File: config.mk
export PLATFORM = sky130hd
export DESIGN_NAME = mem_stage
export DESIGN_NICKNAME = d
export VERILOG_FILES = /design/src/rtl/rv_pkg.sv /design/src/rtl/mem_stage_mem_wb.sv /design/src/rtl/mem_stage.sv
export SDC_FILE = /design/constraint.sdc
export NUM_CORES = 1
export LEC_CHECK = 0
export BUFFER_PORTS_ARGS = -buffer_cell sky130_fd_sc_hd__buf_2
export CORE_ASPECT_RATIO = 0.9
export CORE_UTILIZATION = 30
export DETAILED_ROUTE_END_ITERATION = 16
export GPL_ROUTABILITY_DRIVEN = 0
export RECOVER_POWER = 100
export SYNTH_ARGS = -nofsm -noshare
export SYNTH_HDL_FRONTEND = slang
export SYNTH_SLANG_ARGS = --single-unit
File: constraint.sdc
create_clock -name clk -period 4.8 [get_ports clk]
set_input_delay 0.48 -clock clk [delete_from_list [all_inputs] [get_ports clk]]
set_output_delay 0.48 -clock clk [all_outputs]
set_load 0.02 [all_outputs]
File: src/rtl/rv_pkg.sv
// Shared types for the RV32 pipeline MEM stage: FSM states, exception causes, MEM/WB record.
package rv_pkg;

    localparam int unsigned XLEN = 32;

    typedef enum logic [1:0] {
        IDLE,
        REQ,
        RESP
    } mem_state_t;

    typedef enum logic [1:0] {
        EXC_NONE   = 2'd0,
        EXC_MIS_LD = 2'd1,
        EXC_MIS_ST = 2'd2,
        EXC_BUS    = 2'd3
    } exc_cause_t;

    typedef struct packed {
        logic [XLEN-1:0] read_data;
        logic [XLEN-1:0] alu_result;
        logic [4:0]      rd;
        logic            reg_write;
        logic            mem_to_reg;
        logic            exc_valid;
        exc_cause_t      exc_cause;
    } memwb_t;

endpackage

File: src/rtl/mem_stage_mem_wb.sv
// MEM/WB pipeline register; a bubble clears the whole record so nothing reaches write-back.
module mem_wb
    import rv_pkg::*;
(
    input  logic   clk,
    input  logic   reset,
    input  logic   bubble,
    input  memwb_t d,
    output memwb_t q
);

    // Capture the next MEM/WB record, or a cleared bubble while the stage is stalled.
    always_ff @(posedge clk or posedge reset) begin
        if (reset) begin
            q <= '0;
        end else if (bubble) begin
            q <= '0;
        end else begin
            q <= d;
        end
    end

endmodule

File: src/rtl/mem_stage.sv
// MEM stage: alignment check, data-bus handshake FSM, stall generation and MEM/WB register.
module mem_stage
    import rv_pkg::*;
#(
    parameter int ADDR_W = 32,
    parameter int DATA_W = 32
) (
    input  logic              clk,
    input  logic              reset,
    input  logic [ADDR_W-1:0] alu_result_in,
    input  logic [DATA_W-1:0] write_data_in,
    input  logic [4:0]        rd_in,
    input  logic              mem_read_in,
    input  logic              mem_write_in,
    input  logic              reg_write_in,
    input  logic              mem_to_reg_in,
    output logic              dmem_req,
    output logic              dmem_we,
    output logic [ADDR_W-1:0] dmem_addr,
    output logic [DATA_W-1:0] dmem_wdata,
    input  logic              dmem_gnt,
    input  logic              dmem_rvalid,
    input  logic [DATA_W-1:0] dmem_rdata,
    input  logic              dmem_err,
    output logic              stall_o,
    output logic [DATA_W-1:0] read_data_out,
    output logic [ADDR_W-1:0] alu_result_out,
    output logic [4:0]        rd_out,
    output logic              reg_write_out,
    output logic              mem_to_reg_out,
    output logic              exc_valid_out,
    output logic [1:0]        exc_cause_out
);

    mem_state_t state, state_next;
    memwb_t     wb_d, wb_q;

    logic mem_op, is_load, is_store, misaligned, aligned_op;
    logic req_c, done;

    // A simultaneous read and write is treated as a load.
    assign mem_op     = mem_read_in | mem_write_in;
    assign is_load    = mem_read_in;
    assign is_store   = mem_write_in & ~mem_read_in;
    assign misaligned = mem_op & (alu_result_in[1:0] != 2'b00);
    assign aligned_op = mem_op & ~misaligned;

    // FSM state register.
    always_ff @(posedge clk or posedge reset) begin
        if (reset) begin
            state <= IDLE;
        end else begin
            state <= state_next;
        end
    end

    // Next-state, bus request and completion decode.
    always_comb begin
        state_next = state;
        req_c      = 1'b0;
        done       = 1'b0;
        unique case (state)
            IDLE: begin
                if (aligned_op) begin
                    req_c = 1'b1;
                    if (dmem_gnt) begin
                        if (is_load) state_next = RESP;
                        else         done       = 1'b1;
                    end else begin
                        state_next = REQ;
                    end
                end
            end
            REQ: begin
                req_c = 1'b1;
                if (dmem_gnt) begin
                    if (is_load) begin
                        state_next = RESP;
                    end else begin
                        done       = 1'b1;
                        state_next = IDLE;
                    end
                end
            end
            RESP: begin
                if (dmem_rvalid) begin
                    done       = 1'b1;
                    state_next = IDLE;
                end
            end
            default: state_next = IDLE;
        endcase
    end

    // Reset gating makes the request and stall fall immediately, even mid-access.
    assign dmem_req   = req_c & ~reset;
    assign stall_o    = (aligned_op | (state != IDLE)) & ~done & ~reset;
    assign dmem_we    = is_store;
    assign dmem_addr  = {alu_result_in[ADDR_W-1:2], 2'b00};
    assign dmem_wdata = write_data_in;

    // Assemble the MEM/WB record for the current EX/MEM contents.
    always_comb begin
        wb_d            = '0;
        wb_d.alu_result = alu_result_in;
        wb_d.rd         = rd_in;
        wb_d.mem_to_reg = mem_to_reg_in;
        if (misaligned) begin
            wb_d.exc_valid = 1'b1;
            wb_d.exc_cause = is_load ? EXC_MIS_LD : EXC_MIS_ST;
        end else if (done) begin
            if (dmem_err) begin
                wb_d.exc_valid = 1'b1;
                wb_d.exc_cause = EXC_BUS;
            end else begin
                wb_d.reg_write = reg_write_in;
                if (is_load) wb_d.read_data = dmem_rdata;
            end
        end else begin
            wb_d.reg_write = reg_write_in;
        end
    end

    mem_wb u_mem_wb (
        .clk    (clk),
        .reset  (reset),
        .bubble (stall_o),
        .d      (wb_d),
        .q      (wb_q)
    );

    assign read_data_out  = wb_q.read_data;
    assign alu_result_out = wb_q.alu_result;
    assign rd_out         = wb_q.rd;
    assign reg_write_out  = wb_q.reg_write;
    assign mem_to_reg_out = wb_q.mem_to_reg;
    assign exc_valid_out  = wb_q.exc_valid;
    assign exc_cause_out  = wb_q.exc_cause;

endmodule

==> metrics.md, run 1 <==
| Metric | Value |
|---|---|
| Post-synthesis cell area | 3080 um^2 |
| Worst reg2reg setup slack | a little under 2000 ps |
| Clock buffer depth | 2 |
| Int Pwr | 1150 uW |
| Remaining routing DRC violations | 0 |
| Post-Syn Instances | 246 |
| Layout cells sized above 1 | 0.249 |
| Final worst clock skew | 3.14 ps |
| Max Cap Viol | 3 |
| Final WL | around 7000 um |
| Switching Share | 0.251 |
| Worst R2R End | u_mem_wb.q[4]$_DFF_PP0_ |
| Logic pwr share | 0.126 |
| Failing checks | max-capacitance violations, max-slew violations |
| Sw power | just under 400 uW |
| CTS buffer count | 9 |
| Critical path required time | 5010 ps |
| Max IR drop VDD | roughly 0.00022 V |
| Total GRT Usage | 0.129 |
| Port Buffers | between 150 and 200 |
| Postcts setup bufs | 0 |
| Dpl ws | ~2400 ps |
| Tmin final | 2840 ps |
| Post-CTS sizing | 0 |
| ANT cells | 0 |
| Max Freq | about 350 MHz |
| PD cells | 407 nW/um^2 |
| Top cell type's share of synthesized area | 0.617 |
| # clock sinks | 76 |
| Fin crit share | 0.592 |
| Via count | between 2k and 2.5k |
| Final Max Slew Viols | ~150 |
| WHS Endpoint | u_mem_wb.q[67]$_DFF_PP0_ |
| Initial antenna violation count | 0 |
| Fillers | 1,015 |
| Chip height | ~98 um |
| Clk root buf | clkbuf_16 |
| CTS H-tree lvls | 3 |
| DR pass1 iterations | 4 |
| Row cnt | 34 |
| Clock slew seen by the registers of the worst setup and hold paths | approximately 50 ps |
| Routed wire per std cell | between 10 and 15 um |
| Hold buffers post-CTS | 0 |
| Seq/Total Area, Yosys | 0.617 |
| Worst hold path cell count | 2 |
| Static Leak | about 0.0018 uW |
| ANT nets after route | 0 |
| Core Footprint | approximately 9800 um^2 |
| R2R Path Start | state[1]$_DFFE_PP0P_ |
| Vias in the first global route | between 1.5k and 2k |
| Final worst slack | roughly 2000 ps |
| Worst Path Max Fanout | 42 |
| Setup CP Type | flop to flop |
| Die W | 109 um |
| Synth-to-Final Area Change | 22.4% |
| RSZ-0062 raised after global routing | no |
| Synth Flop Type | dfrtp_1 |
| Setup_tns | 0 ps |
| Area after DPL | between 3000 and 4000 um^2 |
| Initial DRC Count | between 50 and 60 |
| Starting Density | 0.314 |
| Area of the multi-input gates | around 610 um^2 |
| HP Class | input port to flop |
| Top post-synthesis cells by area | dfrtp_1, buf_4, nor2b_1 |
| Pin count of the biggest net entering global routing | 77 |
| Rel. slew slack | -0.364 |
| R2R cell count | 5 |
| Post-synth EDFFs | 0 |
| Post-route cell area | roughly 3800 um^2 |
| Post-synth top area cell | dfrtp_1 |
| Cell with the most instances after synthesis | dfrtp_1 |
| Clock power share | 0.427 |
| Final-report setup violation count | 0 |
| GRT overflow | 0 |
| Status | complete, but fails checks |
| First-pass GRT wire length | between 10,000 and 15,000 um |
| Final Hold Viols | 0 |
| Num ports | 251 |
| Critical path capture point type | flop |
| Hold WS | roughly 360 ps |
| Arrival time of the worst setup path | about 3100 ps |
| Final Util | 0.384 |
| Top cells by count, synth | dfrtp_1, buf_4, nor2b_1, and2_1 |
| Syn. warnings | 0 |
| Flop pwr share | 0.447 |
| CTS tree | yes |
| Flops & latches, synth | 76 |
| Dpl hpwl | 5330 um |
| Worst-Margin Slew | 2040 ps |
| Average cell area after synthesis | around 13 um^2 |
| Total Nets Final | slightly below 500 |
| Register area | 1900 um^2 |
| Critical path launch point type | flop |
| DR vias/cell | 4.03 |
| Cell variety after synth | 22 |
| Min-delay src | dmem_rdata[25] |
| Die Area | 10,700 um^2 |
| Async SR Flop Fraction | 1.00 |
| Worst-Skew Late Latency | 320 ps |
[flip-flops by register name, summed over array words and instances, names as in the netlist]
register / count
u_mem_wb.q: 74
state: 2
[cells in the final DEF (no fill, tap or decap), drive strengths merged]
master    count
o211ai        1
nor2          4
and2         33
dfrtp        76
nand3b        1
conb          2
clkinv        1
nor2b        42
o2bb2ai       1
a41oi         1
a2bb2oi       1
o21ai         3
and3b         1
or2b          1
or2           1
buf          76
inv           2
a211oi        3
bufinv        1
clkbuf      121
a21oi         1
nor4b         1
clkinvlp      3
[cell families (layout without fill, tap and decap cells)]
kind of cell           count (synthesis)  in the layout  synth area share
buffers and inverters                 74            204             0.179
and+or+nand+nor                       84             84             0.175
DFF                                   76             76             0.617
other                                  1              2           0.00122
AOI/OAI and AO/OA                     11             11            0.0284
[worst max-delay path: stages, from the launching register on]
cell	delay, ps
dfrtp_1	410
nor2b_1	150
o2bb2ai_1	160
a211oi_1	410
clkbuf_1	1290
and3b_1	290
[power groups by stage]
stage	combinational, uW	sequential, uW	clock [uW]
final	194	686	654
after global routing	212	690	702
after CTS	215	685	676
after detailed placement	215	696	0
after global placement	213	696	0
after floorplan	134	742	0
[per-layer routing]
metal  wire [um]  track usage
met5           0            0
met4          66       0.0541
met3         787       0.0641
met2        3570        0.222
met1        2570        0.132
[per-stage QoR]
| step | total power (uW) | cells |
|---|---|---|
| after floorplan | 875 | 247 |
| after global routing | 1600 | 503 |
| after global placement | 909 | 488 |
| final | 1530 | 503 |
| after CTS | 1580 | 503 |
| after detailed placement | 911 | 488 |
[area by class of cell]
| class | instances | share of cell area |
|---|---|---|
| Sequential cell | 76 | 0.504 |
| Timing Repair Buffer | 186 | 0.211 |
| Multi-Input combinational cell | 97 | 0.163 |
| Clock buffer | 11 | 0.0643 |
| Tap cell | 126 | 0.0418 |
| Clock inverter | 4 | 0.0133 |
| Inverter | 3 | 0.00332 |
[how the worst max path moves through the flow]
| stage | slack, ps | start | to | depth (start not counted) |
|---|---|---|---|---|
| 4_1_cts | 2660 | state[1]$_DFFE_PP0P_ | u_mem_wb.q[52]$_DFF_PP0_ | 4 |
| 6_report | 1960 | state[1]$_DFFE_PP0P_ | u_mem_wb.q[4]$_DFF_PP0_ | 5 |
| 5_1_grt | 1620 | state[1]$_DFFE_PP0P_ | u_mem_wb.q[32]$_DFF_PP0_ | 5 |
| 3_5_place_dp | 2400 | mem_read_in | u_mem_wb.q[48]$_DFF_PP0_ | 5 |
| 2_1_floorplan | 1840 | reset | dmem_req | 2 |
| 3_3_place_gp | 2480 | mem_read_in | u_mem_wb.q[73]$_DFF_PP0_ | 5 |
Power figures use the tool's default switching activity.
==> inputs of run 2 (changes only) <==
--- a/config.mk
+++ b/config.mk
@@ -5,6 +5,7 @@
 export SDC_FILE = /design/constraint.sdc
 export NUM_CORES = 1
 export LEC_CHECK = 0
+export ABC_AREA = 1
 export BUFFER_PORTS_ARGS = -buffer_cell sky130_fd_sc_hd__buf_2
 export CORE_ASPECT_RATIO = 0.9
 export CORE_UTILIZATION = 30
==> constraint.sdc (replaced) <==
create_clock -name clk -period 2.91 [get_ports clk]
set_input_delay 0.291 -clock clk [delete_from_list [all_inputs] [get_ports clk]]
set_output_delay 0.291 -clock clk [all_outputs]
set_load 0.02 [all_outputs]
==> metrics.md, run 2 <==
| Metric | Value |
|---|---|
| Core Footprint | 10,300 um^2 (+4.7%) |
| Rel. slew slack | 0.0231 (+0.387) |
| Synth Flop Type | dfrtp_1 |
| Final-report setup violation count | 0 (unchanged) |
| Final Hold Viols | 0 (unchanged) |
| Final WL | 7510 um (+7.3%) |
| Initial DRC Count | 44 (-17%) |
| Total GRT Usage | 0.132 (+0.00225) |
| Post-synth top area cell | dfrtp_1 |
| CTS tree | yes |
| Max IR drop VDD | 0.000300 V (+36%) |
| ANT cells | 0 (unchanged) |
| Static Leak | 0.00222 uW (+25%) |
| Total Nets Final | 575 (+19%) |
| Initial antenna violation count | 0 (unchanged) |
| Chip height | 100 um (+1.8%) |
| Via count | 2,358 (+16%) |
| Setup CP Type | input port to output pin |
| Post-synthesis cell area | 3200 um^2 (+3.7%) |
| HP Class | input port to flop |
| GRT overflow | 0 (unchanged) |
| Tmin final | between 2000 and 2500 ps |
| Seq/Total Area, Yosys | 0.595 (-0.0222) |
| R2R cell count | 8 (+3) |
| Setup_tns | 0 ps (unchanged) |
| Most frequent cells in the layout | clkbuf_1, nor2_1, inv_1, buf_2, dfrtp_1 |
| Commonest non-fill, non-tap cell in the layout | clkbuf_1 |
| Die W | 111 um (+1.8%) |
| CP delay by family, top | buffers and inverters |
| Area of the multi-input gates | 469 um^2 (-23%) |
| Dpl hpwl | 5880 um (+10%) |
| Cell variety after synth | 19 (-14%) |
| Num ports | 251 (unchanged) |
| Status | finished clean |
| Top cells by count, synth | inv_1, dfrtp_1, nor2_1, buf_4, nand2_1 |
| CP Capture Point | stall_o |
| Row cnt | 35 (+2.9%) |
| Synth-to-Final Area Change | 23.8% |
| Clock slew seen by the registers of the worst setup and hold paths | 60 ps (about the same) |
| Flops & latches, synth | 76 (unchanged) |
| Die Area | 11,100 um^2 (+3.7%) |
| Post-synth EDFFs | 0 (unchanged) |
| CP bufs+invs | 4 (+3) |
| Worst-Skew Late Latency | 330 ps (about the same) |
| DR vias/cell | 3.94 (-2.4%) |
| Remaining routing DRC violations | 0 (unchanged) |
| Final Max Slew Viols | 0 (-100%) |
| Top reg by flops | u_mem_wb.q |
| Critical path launch point type | input port |
| Clk root buf | clkbuf_16 |
| Register area | 1900 um^2 (unchanged) |
| Post-Syn Instances | 337 (+37%) |
| Pin count of the biggest net entering global routing | 61 (-21%) |
| Post-CTS sizing | 0 (unchanged) |
| Vias in the first global route | 2,247 (+14%) |
| Fillers | 1,127 (+11%) |
| Worst reg2reg setup slack | 960 ps (-1000 ps) |
| Average cell area after synthesis | 9.49 um^2 (-24%) |
| Top cell type's share of synthesized area | 0.595 (-0.0222) |
| Largest register FFs | 74 (unchanged) |
| Max Freq | about 440 MHz |
| Routed wire per std cell | 12.5 um (-9.9%) |
| DR pass1 iterations | 4 (unchanged) |
| Most used cell, CP | clkbuf_1 |
| Max incr delay on CP | 540 ps (-750 ps) |
| Port Buffers | 184 (unchanged) |
| Layout cells sized above 1 | 0.228 (-0.0217) |
| Final worst clock skew | 7.35 ps (+4.21 ps) |
| Async SR Flop Fraction | 1.00 (unchanged) |
| Critical path capture point type | output pin |
| Worst Path Max Fanout | 19 (-55%) |
| Worst-Margin Slew | 1470 ps (-575 ps) |
| RSZ-0062 raised after global routing | no |
| Worst R2R End | u_mem_wb.q[3]$_DFF_PP0_ |
| Starting Density | 0.311 (-0.00297) |
| CTS H-tree lvls | 3 (unchanged) |
| Worst-path cell chain | dlygate4sd3_1 -> clkbuf_1 -> clkinv_2 -> nand2_1 -> nor2_4 -> clkbuf_1 |
| Clock buffer depth | 2 (unchanged) |
| Critical path depth | 6 (+1) |
| Critical path required time | 2620 ps (-2390 ps) |
| First-pass GRT wire length | 11,200 um (+8.7%) |
| Fin crit share | 0.788 |
| Top Registers | u_mem_wb.q: 74 flops, state: 2 flops |
| # clock sinks | 76 (unchanged) |
| Max Cap Viol | 0 (-3) |
| Slowest-stage cell, CP | dlygate4sd3_1 |
| Cell with the most instances after synthesis | inv_1 |
| Syn. warnings | 0 (unchanged) |
| Top post-synthesis cells by area | dfrtp_1, buf_4, inv_1 |
| CTS buffer count | 9 (unchanged) |
| Arrival time of the worst setup path | 2000 ps (-1050 ps) |
| ANT nets after route | 0 (unchanged) |
| Hold WS | 166 ps (-192 ps) |
| R2R Path Start | state[1]$_DFFE_PP0P_ |
| PD cells | 756 nW/um^2 (+86%) |
| CP startpoint | reset |
## run 2: changes by cell type after synthesis, sizes merged, moves of 2 or more
| cell | change |
|---|---|
| and2 | -33 |
| buf | +3 |
| nand2 | +14 |
| inv | +76 |
| nand4 | +2 |
| a211oi | -2 |
| nor2b | -42 |
| clkbuf | -3 |
| nor2 | +82 |
## run 2: kinds of logic after synthesis
| group | synth area share |
|---|---|
| AOI/OAI and AO/OA | 0.0106 |
| buffers and inverters | 0.259 |
| DFF | 0.595 |
| other | 0.00117 |
| and+or+nand+nor | 0.135 |
## run 2: how the worst min path moves through the flow
| stage | from | cells past startpoint | end | slack [ps] |
|---|---|---|---|---|
| global placement | reset | 2 | u_mem_wb.q[3]$_DFF_PP0_ | 280 |
| detailed placement | reset | 2 | u_mem_wb.q[42]$_DFF_PP0_ | 280 |
| floorplan | alu_result_in[2] | 2 | u_mem_wb.q[12]$_DFF_PP0_ | 400 |
| finish | dmem_rdata[30] | 3 | u_mem_wb.q[72]$_DFF_PP0_ | 170 |
| global route | dmem_rdata[3] | 3 | u_mem_wb.q[45]$_DFF_PP0_ | 150 |
| CTS | rd_in[4] | 3 | u_mem_wb.q[9]$_DFF_PP0_ | 150 |
## run 2: layout make-up
| type | count | area share |
|---|---|---|
| clock buffers | 9 | 0.0569 |
| clock inverters | 7 | 0.0250 |
| inverters | 79 | 0.0752 |
| multi-input cells | 112 | 0.118 |
| flip-flops and latches | 76 | 0.480 |
| well taps | 129 | 0.0408 |
| repair buffers | 187 | 0.203 |
## run 2: routing by layer
metal	track usage	up-vias	wire length (um)
met5	0	-	0
met4	0.0523	0	102
met3	0.0550	12	821
met2	0.231	131	3820
met1	0.142	1076	2760
li1	-	1139	-
## run 2: worst register-to-register path: stages (launching register included)
cell	delay, ps
dfrtp_1	370
inv_1	60
nand2_1	100
inv_1	70
nand2_1	100
nand2_1	100
nor2_4	360
clkbuf_2	520
nor2_1	120
## run 2: repair_timing
action                                 in CTS  in global routing
buffers inserted                            0                  0
endpoints found under the hold margin      16                  0
hold buffers                                1                  0
## run 2: power breakdown
group / total (uW) / switching, uW / internal [uW] / leakage, uW
clock network: 1190 / 434 / 756 / 0.000156
logic: 586 / 432 / 154 / 0.00108
registers: 1220 / 40.3 / 1180 / 0.000984
total: 2990 / 906 / 2090 / 0.00222
## run 2: per-stage QoR
stage	cells	instance area, um^2	total power, uW	setup WS [ps]	utilization
after floorplan	338	3200	1720	84.2	-
after global placement	582	3770	1860	1000	0.367
after detailed placement	582	3770	1870	939	0.367
after CTS	599	4110	3100	582	0.399
after global routing	599	3960	3150	278	0.385
final	599	3960	2990	618	0.385
==> inputs of run 3 (changes only) <==
==> constraint.sdc (replaced) <==
create_clock -name clk -period 2.3 [get_ports clk]
set_input_delay 0.23 -clock clk [delete_from_list [all_inputs] [get_ports clk]]
set_output_delay 0.23 -clock clk [all_outputs]
set_load 0.02 [all_outputs]
==> metrics.md, run 3 (same netlist as run 2, synthesis figures left out) <==
| Metric | Value |
|---|---|
| Post-Layout Cell Count | 599 (unchanged) |
| Die W | 111 um (unchanged) |
| Rel. slew slack | 0.311 (+0.288) |
| Vias in the first global route | 2,398 (+6.7%) |
| Die Area | 11,100 um^2 (unchanged) |
| Port Buffers | 184 (unchanged) |
| Initial DRC Count | 94 (+110%) |
| Most frequent cells in the layout | clkbuf_1, nor2_1, inv_1 |
| Worst R2R End | u_mem_wb.q[66]$_DFF_PP0_ |
| Total GRT Usage | 0.135 (+0.00311) |
| Fin crit share | 0.773 |
| GRT overflow | 0 (unchanged) |
| CTS H-tree lvls | 3 (unchanged) |
| Hold buffers post-CTS | 0 (-1) |
| PD cells | 926 nW/um^2 (+23%) |
| Tmin final | 1780 ps |
| Layout cells sized above 1 | 0.213 (-0.0149) |
| Routed wire per std cell | 12.6 um (+0.16%) |
| DR vias/cell | 3.99 (+1.3%) |
| Max Cap Viol | 0 (unchanged) |
| Pin count of the biggest net entering global routing | 44 (-28%) |
| Final worst clock skew | 6.79 ps (-0.561 ps) |
| Total Nets Final | 576 (+0.17%) |
| Clock buffer depth | 2 (unchanged) |
| Final WL | 7520 um (+0.16%) |
| R2R Path Start | state[0]$_DFFE_PP0P_ |
| Fillers | 1,107 (-1.8%) |
| Worst-Skew Late Latency | 320 ps (about the same) |
| Critical path launch point type | flop |
| Setup_tns | 0 ps (unchanged) |
| Chip height | 100 um (unchanged) |
| Remaining routing DRC violations | 0 (unchanged) |
| Placed instance count | 584 (+0.34%) |
| Synth-to-Final Area Change | 22.2% |
| HP Class | input port to asynchronous set/reset pin |
| Via count | 2,389 (+1.3%) |
| Met2 usage | 0.231 (+0.000478) |
| Largest register FFs | 74 (unchanged) |
| Arrival time of the worst setup path | 1550 ps (-450 ps) |
| Commonest non-fill, non-tap cell in the layout | clkbuf_1 |
| Row cnt | 35 (unchanged) |
| Clk root buf | clkbuf_16 |
| Worst-Margin Slew | 1030 ps (-432 ps) |
| Post-CTS sizing | 0 (unchanged) |
| Setup CP Type | flop to output pin |
| Clock slew seen by the registers of the worst setup and hold paths | 60 ps (about the same) |
| Critical path capture point type | output pin |
| Max Freq | about 560 MHz |
| First-pass GRT wire length | 11,600 um (+4.2%) |
| Max IR drop VDD | 0.000363 V (+21%) |
| R2R cell count | 8 (unchanged) |
| Worst Path Max Fanout | 4 (-15) |
| Worst reg2reg setup slack | 590 ps (-370 ps) |
| Starting Density | 0.311 (unchanged) |
| Static Leak | 0.00220 uW (-0.63%) |
| Initial antenna violation count | 0 (unchanged) |
| Final Hold Viols | 0 (unchanged) |
| CTS buffer count | 9 (unchanged) |
| Final-report setup violation count | 0 (unchanged) |
| ANT cells | 0 (unchanged) |
| GRT busiest layer | met2 |
| Top Registers | u_mem_wb.q: 74 flops, state: 2 flops |
| Met1 GRT Util | 0.148 (+0.00596) |
| ANT nets after route | 0 (unchanged) |
| Grt met3 use | 0.0537 (-0.00121) |
| DR pass1 iterations | 4 (unchanged) |
| Dpl hpwl | 5710 um (-2.8%) |
| RSZ-0062 raised after global routing | no |
| # clock sinks | 76 (unchanged) |
| Final Max Slew Viols | 0 (unchanged) |
| Top reg by flops | u_mem_wb.q |
| Critical path required time | 2070 ps (-550 ps) |
| CTS tree | yes |
| Core Footprint | 10,300 um^2 (unchanged) |
| Num ports | 251 (unchanged) |
| Status | finished clean |
| Postcts setup bufs | 0 (unchanged) |
==> run 3: final cells by class <==
cell class / count / area [um^2] / area share
Tap cell: 129 / 161 / 0.0413
Multi-Input combinational cell: 112 / 454 / 0.116
Clock inverter: 5 / 53.8 / 0.0138
Clock buffer: 10 / 229 / 0.0586
Sequential cell: 76 / 1900 / 0.487
Inverter: 79 / 298 / 0.0762
Timing Repair Buffer: 188 / 811 / 0.207
==> run 3: worst max path at each step <==
| stage | start | endpoint | slack (ps) | cells after the start |
|---|---|---|---|---|
| floorplan | reset | stall_o | 230 | 4 |
| global placement | alu_result_in[0] | u_mem_wb.q[12]$_DFF_PP0_ | 670 | 8 |
| detailed placement | alu_result_in[0] | u_mem_wb.q[21]$_DFF_PP0_ | 580 | 8 |
| CTS | state[1]$_DFFE_PP0P_ | stall_o | 640 | 7 |
| global route | state[0]$_DFFE_PP0P_ | u_mem_wb.q[66]$_DFF_PP0_ | 370 | 8 |
| finish | state[1]$_DFFE_PP0P_ | stall_o | 520 | 7 |
==> run 3: worst max-delay path: stages, from the launching register on <==
cell and delay [ps]:
dfrtp_1 370, inv_1 60, nand2_1 110, nor2_1 60, nor2_2 100, nand2_1 130
nor2_4 110, clkbuf_1 290
==> run 3: metal layers <==
layer	vias up	routed length (um)
met5	-	0
met4	0	170
met3	19	671
met2	128	3830
met1	1098	2850
li1	1144	-
==> run 3: through the flow <==
step                      cell area, um^2  power (uW)  hold slack, ps  setup WS [ps]   util
after global routing                 3910        3840            85.9            369  0.380
after detailed placement             3790        2380             411            584  0.368
after CTS                            4070        3760            58.0            645  0.396
after floorplan                      3210        2180             336            234      -
after global placement               3790        2360             405            668  0.368
final                                3910        3620            50.8            522  0.380
==> run 3: where the power goes <==
group | switching (uW) | internal [uW] | total, uW
Combinational | 546 | 195 | 741
Sequential | 47.5 | 1490 | 1530
Clock | 515 | 830 | 1340
